## src/rtl/vga_timing_gen.sv

```systemverilog
// Raster timing generator: pixel coordinates, sync pulses, active-video flag,
// line/frame start pulses and a look-ahead pixel request for the pixel FIFO.
// H_TOTAL and V_TOTAL must each be at most 4096. PREFETCH is legal from 0 to
// H_FP+H_SYNC+H_BP. All outputs are registered and share one cycle of latency
// relative to the main raster counters.
module vga_timing_gen #(
  parameter int   H_ACTIVE = 640,
  parameter int   H_FP     = 16,
  parameter int   H_SYNC   = 96,
  parameter int   H_BP     = 48,
  parameter int   V_ACTIVE = 480,
  parameter int   V_FP     = 10,
  parameter int   V_SYNC   = 2,
  parameter int   V_BP     = 33,
  parameter logic SYNC_POL = 1'b0,
  parameter int   PREFETCH = 2
) (
  input  logic        VGA_CLK,
  input  logic        a_reset,
  input  logic        en,
  output logic [11:0] dx,
  output logic [11:0] dy,
  output logic        VGA_HS,
  output logic        VGA_VS,
  output logic        active,
  output logic        line_start,
  output logic        frame_start,
  output logic        pix_req
);

  localparam int H_TOTAL = H_ACTIVE + H_FP + H_SYNC + H_BP;
  localparam int V_TOTAL = V_ACTIVE + V_FP + V_SYNC + V_BP;
  // Linear raster index of the look-ahead position at reset, wrapped through
  // line and frame ends.
  localparam int LA_LIN  = PREFETCH % (H_TOTAL * V_TOTAL);

  localparam logic [11:0] H_MAX    = 12'(H_TOTAL - 1);
  localparam logic [11:0] V_MAX    = 12'(V_TOTAL - 1);
  localparam logic [11:0] LHC_INIT = 12'(LA_LIN % H_TOTAL);
  localparam logic [11:0] LVC_INIT = 12'(LA_LIN / H_TOTAL);

  // Thresholds carried in 13 bits so a 4096-wide raster compares correctly.
  localparam logic [12:0] H_ACT_L = 13'(H_ACTIVE);
  localparam logic [12:0] HS_BEG  = 13'(H_ACTIVE + H_FP);
  localparam logic [12:0] HS_FIN  = 13'(H_ACTIVE + H_FP + H_SYNC);
  localparam logic [12:0] V_ACT_L = 13'(V_ACTIVE);
  localparam logic [12:0] VS_BEG  = 13'(V_ACTIVE + V_FP);
  localparam logic [12:0] VS_FIN  = 13'(V_ACTIVE + V_FP + V_SYNC);

  logic [11:0] hc_q, hc_d, vc_q, vc_d;
  logic [11:0] lhc_q, lhc_d, lvc_q, lvc_d;
  logic [11:0] dx_q, dx_d, dy_q, dy_d;
  logic        hs_q, hs_d, vs_q, vs_d;
  logic        active_q, active_d;
  logic        line_start_q, line_start_d;
  logic        frame_start_q, frame_start_d;
  logic        pix_req_q, pix_req_d;

  logic [12:0] hc_x, vc_x, lhc_x, lvc_x;

  assign hc_x  = {1'b0, hc_q};
  assign vc_x  = {1'b0, vc_q};
  assign lhc_x = {1'b0, lhc_q};
  assign lvc_x = {1'b0, lvc_q};

  // Counter advance and output decode; everything holds while en is low,
  // except the pulse/request outputs which drop to 0.
  always_comb begin
    hc_d          = hc_q;
    vc_d          = vc_q;
    lhc_d         = lhc_q;
    lvc_d         = lvc_q;
    dx_d          = dx_q;
    dy_d          = dy_q;
    hs_d          = hs_q;
    vs_d          = vs_q;
    active_d      = active_q;
    line_start_d  = 1'b0;
    frame_start_d = 1'b0;
    pix_req_d     = 1'b0;

    if (en) begin
      if (hc_q == H_MAX) begin
        hc_d = '0;
        vc_d = (vc_q == V_MAX) ? 12'd0 : vc_q + 12'd1;
      end else begin
        hc_d = hc_q + 12'd1;
      end

      if (lhc_q == H_MAX) begin
        lhc_d = '0;
        lvc_d = (lvc_q == V_MAX) ? 12'd0 : lvc_q + 12'd1;
      end else begin
        lhc_d = lhc_q + 12'd1;
      end

      dx_d          = hc_q;
      dy_d          = vc_q;
      active_d      = (hc_x < H_ACT_L) && (vc_x < V_ACT_L);
      hs_d          = ((hc_x >= HS_BEG) && (hc_x < HS_FIN)) ? SYNC_POL : ~SYNC_POL;
      vs_d          = ((vc_x >= VS_BEG) && (vc_x < VS_FIN)) ? SYNC_POL : ~SYNC_POL;
      line_start_d  = (hc_q == 12'd0);
      frame_start_d = (hc_q == 12'd0) && (vc_q == 12'd0);
      pix_req_d     = (lhc_x < H_ACT_L) && (lvc_x < V_ACT_L);
    end
  end

  // State and output registers.
  always_ff @(posedge VGA_CLK or negedge a_reset) begin
    if (!a_reset) begin
      hc_q          <= '0;
      vc_q          <= '0;
      lhc_q         <= LHC_INIT;
      lvc_q         <= LVC_INIT;
      dx_q          <= '0;
      dy_q          <= '0;
      hs_q          <= ~SYNC_POL;
      vs_q          <= ~SYNC_POL;
      active_q      <= 1'b0;
      line_start_q  <= 1'b0;
      frame_start_q <= 1'b0;
      pix_req_q     <= 1'b0;
    end else begin
      hc_q          <= hc_d;
      vc_q          <= vc_d;
      lhc_q         <= lhc_d;
      lvc_q         <= lvc_d;
      dx_q          <= dx_d;
      dy_q          <= dy_d;
      hs_q          <= hs_d;
      vs_q          <= vs_d;
      active_q      <= active_d;
      line_start_q  <= line_start_d;
      frame_start_q <= frame_start_d;
      pix_req_q     <= pix_req_d;
    end
  end

  assign dx          = dx_q;
  assign dy          = dy_q;
  assign VGA_HS      = hs_q;
  assign VGA_VS      = vs_q;
  assign active      = active_q;
  assign line_start  = line_start_q;
  assign frame_start = frame_start_q;
  assign pix_req     = pix_req_q;

endmodule

```

## config.mk

```make
export PLATFORM = sky130hd
export DESIGN_NAME = vga_timing_gen
export DESIGN_NICKNAME = d
export VERILOG_FILES = /design/src/rtl/vga_timing_gen.sv
export SDC_FILE = /design/constraint.sdc
export NUM_CORES = 1
export LEC_CHECK = 0
export ABC_AREA = 1
export CORE_ASPECT_RATIO = 2
export CORE_MARGIN = 1.5
export CORE_UTILIZATION = 59
export CTS_BUF_LIST = sky130_fd_sc_hd__clkbuf_8
export DETAILED_ROUTE_END_ITERATION = 10
export DONT_BUFFER_PORTS = 1
export PLACE_DENSITY_LB_ADDON = 0.08
export SLEW_MARGIN = 10
export SYNTH_ARGS = -nofsm -noshare
export SYNTH_HDL_FRONTEND = slang
export SYNTH_SLANG_ARGS = --single-unit
```

## constraint.sdc

```tcl
create_clock -name VGA_CLK -period 1.5 [get_ports VGA_CLK]
set_input_delay 0.3 -clock VGA_CLK [delete_from_list [all_inputs] [get_ports VGA_CLK]]
set_output_delay 0.3 -clock VGA_CLK [all_outputs]
set_load 0.02 [all_outputs]
```

==> implementation parameters <==
Parameter                              Value

Critical path
  Crit. End Element    flip-flop
  Arrival time at the worst endpoint    1.76 ns
  Worst reg-to-reg setup slack    -0.02 ns
  Type of the worst setup path    flip-flop to flip-flop
  Depth of the most critical reg-to-reg path    7
  Cell chain of the critical path    ha_4 > nand2_1 > nor2_2 > nand2_2 > nor2_2 > nand2_1 > xor2_1
  Maximum fanout count along the critical path    3
  Worst path max stage delay    0.56 ns
  WP data required    1.74 ns
  Element type at the critical path start    flip-flop
  Cell with the largest stage delay on the worst path    sky130_fd_sc_hd__dfstp_2

Placement
  Detail Placement HPWL    6.97 mm
  Routability-driven placement congestion ratio    0.892
  Worst Setup Slack post-DPL    -0.0884 ns
  Instance area at placement    0.00431 mm2
  Number of port buffers    0

Timing
  Highest Clock Rate    659 MHz
  Slew at the pin closest to its max-slew limit    0.419 ns
  Total setup violations reported at the end of the flow    7
  Worst hold slack    -0.374 ns
  Final total negative setup slack    -0.0612 ns
  Worst-case setup margin in the final layout    -0.0168 ns
  Clk_skew    0.0116 ns
  Rel. slew slack    72.1%
  Final worst-path cycle share    101%
  Max-slew violation count    0
  Final-report hold violation count    78
  Unrepaired setup endpoints after global routing    yes
  Final critical path time including I/O delays and setup    1.52 ns

Synthesis
  Post-synthesis compound-gate area fraction    8.69%
  Number of storage elements in the synthesis netlist    78
  Post-Syn Nets    514
  Number of distinct library cell variants in the gate-level netlist after synthesis    35
  Number of synthesized flops with an enable pin    0
  Async set or reset register ratio after synthesis    100%
  Multiplexer share of the synthesized area    0%
  Xor and xnor fraction of the mapped netlist area    2.42%
  Post-synthesis cell area    0.00397 mm2
  Yosys synthesis warning count    0
  Syn Area/Cell    7.88 um2
  Simple logic cell fraction of the synthesized area    29.7%
  Combinational family with the most area after synthesis    simple AND/OR/NAND/NOR gates
  Adder-cell area share of the yosys netlist    2.20%
  Synth Flop Type    sky130_fd_sc_hd__dfrtp_1
  Synthesized instance count    504
  Sequential fraction of the synthesis area    49.2%

Die
  Number of ports placed on the die boundary    33
  Starting density of the core    60.5%
  Number of standard-cell rows in the floorplan    42
  DIE HEIGHT    119 um
  Core area    0.00657 mm2
  Die outline area    0.00727 mm2
  Die Span X    61.0 um

Finish
  Net count of the finished layout    553
  Design Area, Final    0.00477 mm2
  Area added between synthesis and finish    20.1%
  Combined area of the multi-input logic cells    0.00188 mm2
  Layout fillers    536
  Fraction of layout instances using a drive strength above 1    18.6%
  Footprint of the flip-flops and latches    0.00196 mm2
  Antenna Diode Count    0

Outcome
  Outcome    complete, but fails checks
  Violations in the final reports    negative hold slack, negative setup slack

Global route
  Antenna violations before repair    0
  Global-route congestion overflow total    0
  Global routing usage on met2    52.1%
  Layer carrying the most global-route usage    met2
  Largest net degree at the start of global routing    79
  Met1 Usage GRT    27.8%
  Global routing met3 resource utilization    6.95%
  Overall fraction of global-route tracks in use    28.9%
  Global-route wire length before repair    15.6 mm
  Vias in the first global route    3557

Detailed routing
  Antenna-violating nets left    0
  Pre-antenna DRT Iters    4
  Via Count    3505
  Number of DRC markers after the initial detailed-route iteration    193
  Detailed-route DRC error count    0
  Via density    5.51
  Detailed-route wire length    9.58 mm
  Per-cell routed wire length    15.1 um

Clock tree
  Clock latency of the later-clocked register in the worst-skew pair    0.36 ns
  CTS Root Cell    sky130_fd_sc_hd__clkbuf_8
  CTS sink cnt    78
  TritonCTS buffer count    9
  TritonCTS clock tree    done
  Clock-pin transition on the worst setup and hold timing paths    0.08 ns
  CTS H-Tree Depth    3
  Clock tree buffer depth    2

Run
  Maximum Capacitance Violations    0

Power
  Maximum vdd ir drop    0.972 mV
  Final Power    5.72 mW
  Reported leakage power    2.29 nW
  P per Cell Area    1200 mW/mm2

Worst hold path
  Min-delay worst type    input port to async pin
-- worst paths after layout --
path                                      startpoint                    end
max in group asynchronous                    a_reset     VGA_VS$_DFFE_PN1P_
worst min-delay path                         a_reset  lhc_q[11]$_DFFE_PN0P_
worst max-delay path            lhc_q[1]$_DFFE_PN1P_  lhc_q[10]$_DFFE_PN0P_
worst max register to register  lhc_q[1]$_DFFE_PN1P_  lhc_q[10]$_DFFE_PN0P_
min in group VGA_CLK                              en   lhc_q[0]$_DFFE_PN0P_
worst min register to register  hc_q[11]$_DFFE_PN0P_   hc_q[11]$_DFFE_PN0P_
-- report_power, final --
group / switching [mW] / internal (mW)
clock: 0.752 / 1.06
combinational: 0.631 / 0.465
sequential: 0.409 / 2.40
-- kinds of logic (layout without fill, tap and decap cells) --
family,count (synthesis),after routing
buf+inv,78,122
flops,78,78
fa+ha+maj,7,7
compound gates,66,66
xor+xnor,11,11
simple gates,264,264
-- timing repair --
action | in CTS | in global routing
gates resized for setup | 10 | 44
buffers inserted | 0 | 7
hold endpoints to repair | 78 | 78
pin swaps | 1 | 10
setup endpoints to repair | 28 | 33
-- layer usage --
layer	share of wire [%]	vias to the layer above
met5	0	-
met4	4.2	0
met3	3.1	32
met2	58	75
met1	34	1681
li1	-	1717
-- synth_stat cells (2+ instances only) --
| library cell | instances | area share (%) |
|---|---|---|
| sky130_fd_sc_hd__nor2_1 | 53 | 5.0 |
| sky130_fd_sc_hd__ha_1 | 7 | 2.2 |
| sky130_fd_sc_hd__dfstp_2 | 3 | 2.0 |
| sky130_fd_sc_hd__nand2_1 | 121 | 11 |
| sky130_fd_sc_hd__buf_2 | 5 | 0.63 |
| sky130_fd_sc_hd__clkbuf_1 | 5 | 0.47 |
| sky130_fd_sc_hd__a31oi_1 | 2 | 0.31 |
| sky130_fd_sc_hd__nand4_1 | 16 | 2.5 |
| sky130_fd_sc_hd__o21ai_0 | 48 | 6.0 |
| sky130_fd_sc_hd__o21ai_1 | 9 | 1.1 |
| sky130_fd_sc_hd__inv_1 | 62 | 5.9 |
| sky130_fd_sc_hd__xor2_1 | 11 | 2.4 |
| sky130_fd_sc_hd__nor3_1 | 12 | 1.5 |
| sky130_fd_sc_hd__nand3_1 | 49 | 6.2 |
| sky130_fd_sc_hd__dfrtp_1 | 75 | 47 |
| sky130_fd_sc_hd__or2_2 | 2 | 0.31 |
| sky130_fd_sc_hd__a21oi_1 | 3 | 0.38 |
| sky130_fd_sc_hd__inv_2 | 4 | 0.38 |
-- cell usage in the layout, fill, tap and decap left out, types with 2 or more instances in the layout --
master,instances
sky130_fd_sc_hd__bufinv_16,2
sky130_fd_sc_hd__clkbuf_8,12
sky130_fd_sc_hd__a21oi_1,3
sky130_fd_sc_hd__ha_1,5
sky130_fd_sc_hd__inv_2,3
sky130_fd_sc_hd__inv_4,3
sky130_fd_sc_hd__o21ai_1,16
sky130_fd_sc_hd__ha_4,2
sky130_fd_sc_hd__xor2_1,11
sky130_fd_sc_hd__nor3_1,12
sky130_fd_sc_hd__nand4_1,16
sky130_fd_sc_hd__a31oi_1,2
sky130_fd_sc_hd__buf_12,3
sky130_fd_sc_hd__buf_4,36
sky130_fd_sc_hd__nand3_1,43
sky130_fd_sc_hd__or2_2,2
sky130_fd_sc_hd__nand3_2,6
sky130_fd_sc_hd__dfstp_2,3
sky130_fd_sc_hd__nor2_4,8
sky130_fd_sc_hd__nand2_1,116
sky130_fd_sc_hd__nand2_2,5
sky130_fd_sc_hd__dfrtp_1,74
sky130_fd_sc_hd__nor2_1,41
sky130_fd_sc_hd__o21ai_0,40
sky130_fd_sc_hd__nor2_2,6
sky130_fd_sc_hd__inv_1,61
-- final cells by class --
cell class,instances,share of cell area (%)
clock buffers,12,3.46
clock inverters,4,1.44
inverters,66,5.35
multi-input cells,348,39.3
flip-flops and latches,78,41.0
well taps,88,2.31
repair buffers,40,7.16
-- sequential cells by signal (all words and copies together) (netlist names) --
register / cells
vc_q: 12
frame_start: 1
dy: 12
lhc_q: 12
VGA_VS: 1
dx: 12
pix_req: 1
lvc_q: 12
active: 1
hc_q: 12
line_start: 1
VGA_HS: 1
-- critical path, delay by kind of cell (launching register included) --
family / cells / cell delay (ns)
flops: 1 / 0.56
fa+ha+maj: 1 / 0.15
simple gates: 5 / 0.54
xor+xnor: 1 / 0.15
-- metrics by stage --
stage          instances  util, %  hold slack [ns]
4_1_cts              629     69.6           -0.389
3_3_place_gp         613     65.6          0.00589
5_1_grt              636     72.7           -0.398
3_5_place_dp         613     65.6          0.00631
2_1_floorplan        504        -          0.00441
6_report             636     72.7           -0.374
Power figures use the tool's default switching activity.
